$ cat src/rtl/multiport_register_bank_pkg.sv
// Shared definitions for the multiport register bank:
// dump state encoding and default parameter constants.
package multiport_register_bank_pkg;

  localparam int NB_DATA_DEF     = 32;
  localparam int NB_ADDRESS_DEF  = 5;
  localparam int N_REGISTERS_DEF = 32;

  typedef enum logic [1:0] {
    DUMP_IDLE   = 2'd0,
    DUMP_STREAM = 2'd1,
    DUMP_DONE   = 2'd2
  } dump_state_e;

endpackage

$ cat src/rtl/register_bank_dump_fsm.sv
// Dump sequencer: walks beat index 0..N_REGISTERS-1 under a
// valid/ready handshake, then pulses done for one cycle.
// Ports: i_clk, i_reset (async, active-high), i_start, i_ready,
//        o_valid, o_addr (beat index), o_busy, o_done.
module register_bank_dump_fsm
  import multiport_register_bank_pkg::*;
#(
  parameter int NB_ADDRESS  = NB_ADDRESS_DEF,
  parameter int N_REGISTERS = N_REGISTERS_DEF
) (
  input  logic                  i_clk,
  input  logic                  i_reset,
  input  logic                  i_start,
  input  logic                  i_ready,
  output logic                  o_valid,
  output logic [NB_ADDRESS-1:0] o_addr,
  output logic                  o_busy,
  output logic                  o_done
);

  localparam logic [NB_ADDRESS-1:0] LAST_IDX =
    NB_ADDRESS'(N_REGISTERS - 1);

  dump_state_e           state_q, state_d;
  logic [NB_ADDRESS-1:0] idx_q, idx_d;

  always_ff @(posedge i_clk or posedge i_reset) begin
    if (i_reset) begin
      state_q <= DUMP_IDLE;
      idx_q   <= '0;
    end else begin
      state_q <= state_d;
      idx_q   <= idx_d;
    end
  end

  always_comb begin
    state_d = state_q;
    idx_d   = idx_q;
    o_valid = 1'b0;
    o_busy  = 1'b0;
    o_done  = 1'b0;
    unique case (state_q)
      DUMP_IDLE: begin
        if (i_start) begin
          state_d = DUMP_STREAM;
          idx_d   = '0;
        end
      end
      DUMP_STREAM: begin
        o_valid = 1'b1;
        o_busy  = 1'b1;
        if (i_ready) begin
          // Index returns to 0 so o_addr reads 0 outside STREAM.
          if (idx_q == LAST_IDX) begin
            state_d = DUMP_DONE;
            idx_d   = '0;
          end else begin
            idx_d = idx_q + 1'b1;
          end
        end
      end
      DUMP_DONE: begin
        o_done  = 1'b1;
        state_d = DUMP_IDLE;
      end
      default: state_d = DUMP_IDLE;
    endcase
  end

  assign o_addr = idx_q;

endmodule

$ cat src/rtl/multiport_register_bank.sv
// Register bank: one write port, two combinational read ports
// with write-to-read forwarding, register 0 hardwired to zero.
// Optional register dump stream when MULTIPORT_REGISTER_BANK_DUMP_EN
// is defined; otherwise dump inputs are ignored, outputs tied to 0.
// Ports: i_clk, i_reset (async, active-high), i_we/i_dr_addr/
//        i_dr_data (write), i_srN_addr/o_srN_data (reads),
//        i_dump_start, i_dump_ready, o_dump_valid/addr/data/
//        busy/done (dump stream).
module multiport_register_bank
  import multiport_register_bank_pkg::*;
#(
  parameter int NB_DATA     = NB_DATA_DEF,
  parameter int NB_ADDRESS  = NB_ADDRESS_DEF,
  parameter int N_REGISTERS = N_REGISTERS_DEF
) (
  input  logic                  i_clk,
  input  logic                  i_reset,
  input  logic                  i_we,
  input  logic [NB_ADDRESS-1:0] i_dr_addr,
  input  logic [NB_DATA-1:0]    i_dr_data,
  input  logic [NB_ADDRESS-1:0] i_sr1_addr,
  input  logic [NB_ADDRESS-1:0] i_sr2_addr,
  output logic [NB_DATA-1:0]    o_sr1_data,
  output logic [NB_DATA-1:0]    o_sr2_data,
  input  logic                  i_dump_start,
  input  logic                  i_dump_ready,
  output logic                  o_dump_valid,
  output logic [NB_ADDRESS-1:0] o_dump_addr,
  output logic [NB_DATA-1:0]    o_dump_data,
  output logic                  o_dump_busy,
  output logic                  o_dump_done
);

  logic [NB_DATA-1:0] regs_q [N_REGISTERS];
  logic [NB_DATA-1:0] regs_d [N_REGISTERS];
  logic               wr_en;

  // Nonzero and inside the implemented register range.
  function automatic logic writable(
    input logic [NB_ADDRESS-1:0] a
  );
    return (a != '0) && (32'(a) < N_REGISTERS);
  endfunction

  // Read with forwarding of the same-cycle write.
  function automatic logic [NB_DATA-1:0] read_port(
    input logic [NB_ADDRESS-1:0] a
  );
    if (!writable(a)) return '0;
    if (wr_en && (a == i_dr_addr)) return i_dr_data;
    return regs_q[a];
  endfunction

  assign wr_en = i_we && writable(i_dr_addr);

  always_comb begin
    regs_d = regs_q;
    if (wr_en) regs_d[i_dr_addr] = i_dr_data;
    regs_d[0] = '0;
  end

  always_ff @(posedge i_clk or posedge i_reset) begin
    if (i_reset) regs_q <= '{default: '0};
    else         regs_q <= regs_d;
  end

  always_comb o_sr1_data = read_port(i_sr1_addr);
  always_comb o_sr2_data = read_port(i_sr2_addr);

`ifdef MULTIPORT_REGISTER_BANK_DUMP_EN
  register_bank_dump_fsm #(
    .NB_ADDRESS  (NB_ADDRESS),
    .N_REGISTERS (N_REGISTERS)
  ) u_dump_fsm (
    .i_clk   (i_clk),
    .i_reset (i_reset),
    .i_start (i_dump_start),
    .i_ready (i_dump_ready),
    .o_valid (o_dump_valid),
    .o_addr  (o_dump_addr),
    .o_busy  (o_dump_busy),
    .o_done  (o_dump_done)
  );

  // Third read port; follows writes so held beats stay current.
  always_comb
    o_dump_data = o_dump_valid ? read_port(o_dump_addr) : '0;
`else
  logic unused_dump;
  assign unused_dump  = i_dump_start ^ i_dump_ready;
  assign o_dump_valid = 1'b0;
  assign o_dump_addr  = '0;
  assign o_dump_data  = '0;
  assign o_dump_busy  = 1'b0;
  assign o_dump_done  = 1'b0;
`endif

endmodule

$ cat config.mk
export PLATFORM = sky130hd
export DESIGN_NAME = multiport_register_bank
export DESIGN_NICKNAME = d
export VERILOG_FILES = /design/src/rtl/multiport_register_bank_pkg.sv /design/src/rtl/register_bank_dump_fsm.sv /design/src/rtl/multiport_register_bank.sv
export SDC_FILE = /design/constraint.sdc
export NUM_CORES = 2
export LEC_CHECK = 0
export BUFFER_PORTS_ARGS = -buffer_cell sky130_fd_sc_hd__buf_4
export CORE_MARGIN = 4
export CORE_UTILIZATION = 45
export CTS_CLUSTER_DIAMETER = 150
export DETAILED_ROUTE_END_ITERATION = 16
export PLACE_DENSITY_LB_ADDON = 0.12
export SLEW_MARGIN = 40
export SYNTH_ARGS = -nofsm -noshare
export SYNTH_HDL_FRONTEND = slang
export SYNTH_SLANG_ARGS = --single-unit
$ cat constraint.sdc
create_clock -name i_clk -period 93.2 [get_ports i_clk]
set_input_delay 9.32 -clock i_clk [delete_from_list [all_inputs] [get_ports i_clk]]
set_output_delay 9.32 -clock i_clk [all_outputs]
set_load 0.01 [all_outputs]
==> results.toml <==
[clock_tree]
post_cts.repair.setup_buffers = 0
insertion_delay_ns = 0.69
postCtsResizedCells = 0
holdBufCountCts = 0
max-clock-path-buffers = 3
numCtsBuffers = 113
cts-htree-levels = 3
clock_sinks = 992
clockRootBuffer = "clkbuf_16"
cts_tree = "built"
clock_slew_at_reported_path_ffs_ns = 0.05

[synth]
post_synth_instance_area_mm2 = 0.05370
yosys_register_bits = 992
post-synth-top-area-cell = "dfrtp_1"
synth-async-reset-ratio = 1.000
post_synth_num_cell_types = 53
synth.yosys.warnings = 0
synth_top_cells_by_area = "dfrtp_1 46%, mux2_2 24%, mux4_2 17%"
seq_area_frac_synth = 0.4623
syn-instance-count = 3684
post-synth-top-area-fraction = 0.4623
synth_edf_count = 0
most_common_flop_cell_mapped_by_yosys = "dfrtp_1"
postSynthAreaPerCell_um2 = 14.58

[final_layout]
finish.cell_count_without_fillers = 5236
design.final.nets = 3653
final.fill_count = 9823
largest_register = "regs_q"
fraction_of_layout_cells_with_a_size_suffix_above_1 = 0.5391
layout_commonest_cell = "mux2_2"
area_growth_syn_to_layout_pct = 11.24
layout_top_registers = "regs_q x992"
layout_common_cells = "1145 x mux2_2, 992 x dfrtp_1, 395 x mux4_2"
largest_reg_flops = 992

[detailed_routing]
via_density_per_instance = 6.805
drt_pass1_iterations = 5
wl_per_cell_um = 34.77
num_vias = 35630
drt_iter0_drc = 3280
drt-total-wl_mm = 182.0
drtAntennaViolNets = 0
drcViolationCount = 0

[placement]
dp_hpwl_mm = 103.2
post-place-cells = 5018
routabilityCongestion = 0.7837
buffer_ports.inserted = 113

[floorplanning]
initial_core_util = 0.4542
placeableCoreArea_mm2 = 0.1182
io-pin-count = 156
placement_rows = 126
fp.dieArea_mm2 = 0.1249
dieWidth_um = 353.5
die_y_um = 353.5

[power_and_ir_drop]
seqPwrFrac = 0.440
internal-power_mw = 0.9547
switchingPower_mw = 0.3574
power.share.combinational = 0.204
leakage_nw = 25.69
power.share.switching = 0.2724
power_per_cell_area_mw_per_mm2 = 21.96
vdd.ir_drop.worst_v = 0.00001461
clock_power_share = 0.356

[sta]
timing.slew.headroom = 0.3957
timing.setup.tns_ns = 0
grt_setup_unrepaired = "false"
setup_viol_count_final = 0
final-max-slew-violation-count = 0
timing_hold_violations_final = 0
tightestPinTransition_ns = 0.9065
worst_hold_slack_ns = 0.5244
timing.final.crit_share = 0.2416
timing.final.crit_period_ns = 22.52
maxClockFrequency_mhz = 44.41
fin_worst_skew_ns = 0

[critical_path]
critical_path_peak_fanout = 44
cp.depth = 9
worstReg2RegEnd = "regs_q[119]$_DFFE_PP0P_"
startpoint_type = "primary input"
ff2ff_setup_slack_ns = 92.37
timing.critical_path.arrival_ns = 13.20
timing.rr.start = "regs_q[119]$_DFFE_PP0P_"
worst_path_max_delay_cell = "nor2b_4"
maximum_single_stage_delay_on_the_critical_path_ns = 0.84
crit_family = "buffers and inverters"
startpoint_of_the_most_critical_setup_path = "i_sr1_addr[0]"
worst-path-buf-inv = 4
worstSetupEndpointType = "primary output"
path_common_cell = "buf_4"
path_class = "primary input to primary output"
cp-endpoint = "o_sr1_data[10]"
timing.critical_path.required_ns = 83.88
worstRegToRegCells = 1
timing.critical_path.cells = "buf_8 > buf_4 > nor2b_4 > buf_4 > a221o_1 > o221ai_1 > a32o_1 > o21ai_0 > buf_4"

[global_route]
grt_pass1_vias = 38020
maximum_number_of_pins_on_one_net_before_global_route_repair = 160
first_pass_grt_wire_length_mm = 266.1
global_route.usage.total = 0.2884
initial_antenna_violation_count = 6
gr-total-overflow = 0

[run_status]
status = "complete, no violations"

[job]
cap_violations = 0

[worst_hold_path]
worst_hold_path_type = "flip-flop to flip-flop"
-- synthesized netlist by cell type, types with 21 or more instances --
cell and count:
mux2_2 1145, dfrtp_1 992, mux4_2 395, clkbuf_1 164
buf_2 130, a221oi_1 98, buf_1 81, a22oi_1 75
nand2_1 65, mux2i_1 64, buf_4 58, nand3_1 45
nor2_1 35, nand4_1 32, a22o_1 31, o22ai_1 31
o21a_1 30, or3_1 30, o21ai_0 29, a21oi_1 22
o221ai_1 21
-- power groups by stage --
| stage | logic [mW] | registers (mW) | clock network, mW |
|---|---|---|---|
| after floorplan | 0.208 | 0.562 | 0 |
| after global placement | 0.257 | 0.569 | 0 |
| after detailed placement | 0.267 | 0.582 | 0 |
| after CTS | 0.268 | 0.574 | 0.475 |
| after global routing | 0.287 | 0.586 | 0.491 |
| final | 0.268 | 0.578 | 0.467 |
-- kinds of logic after synthesis --
group | share of synthesized area
flip-flops | 0.4623
AO/OA/AOI/OAI | 0.05256
buffers and inverters | 0.03986
AND/OR/NAND/NOR | 0.02572
other | 0.00006983
XOR/XNOR | 0.001631
multiplexers | 0.4179
-- metal layers --
| layer | track usage | share of wire | vias up |
|---|---|---|---|
| met5 | 0 | 0.000099 | - |
| met2 | 0.4442 | 0.46 | 1781 |
| li1 | - | - | 14100 |
| met3 | 0.07248 | 0.093 | 402 |
| met1 | 0.3977 | 0.41 | 19350 |
| met4 | 0.1071 | 0.038 | 2 |
-- metrics by stage --
stage | instance area, um^2 | util | worst slack (ns) | power (mW)
after detailed placement | 55650 | 0.4706 | 70.54 | 0.8492
final | 59740 | 0.5052 | 70.68 | 1.312
after global routing | 59740 | 0.5052 | 70.34 | 1.365
after CTS | 59590 | 0.5040 | 70.53 | 1.317
after global placement | 55420 | 0.4687 | 70.26 | 0.8256
after floorplan | 53850 | - | 55.97 | 0.7700
-- final cells by class --
| class | instances | area (um^2) | share of cell area |
|---|---|---|---|
| diodes | 3 | 7.507 | 0.0001257 |
| well taps | 1536 | 1922 | 0.03217 |
| clock inverters | 28 | 305.3 | 0.005110 |
| repair buffers | 207 | 1886 | 0.03156 |
| inverters | 3 | 23.77 | 0.0003979 |
| multi-input cells | 2284 | 27130 | 0.4542 |
| clock buffers | 183 | 3638 | 0.06091 |
| flip-flops and latches | 992 | 24820 | 0.4155 |
-- worst min-delay path by stage --
stage | slack (ns) | depth (start not counted) | end | start
final | 0.52 | 1 | regs_q[248]$_DFFE_PP0P_ | regs_q[248]$_DFFE_PP0P_
after global routing | 0.54 | 1 | regs_q[633]$_DFFE_PP0P_ | regs_q[633]$_DFFE_PP0P_
after CTS | 0.52 | 1 | regs_q[830]$_DFFE_PP0P_ | regs_q[830]$_DFFE_PP0P_
after detailed placement | 0.51 | 1 | regs_q[297]$_DFFE_PP0P_ | regs_q[297]$_DFFE_PP0P_
after global placement | 0.49 | 1 | regs_q[119]$_DFFE_PP0P_ | regs_q[119]$_DFFE_PP0P_
after floorplan | 0.48 | 1 | regs_q[119]$_DFFE_PP0P_ | regs_q[119]$_DFFE_PP0P_
(Power assumes the default switching activity.)
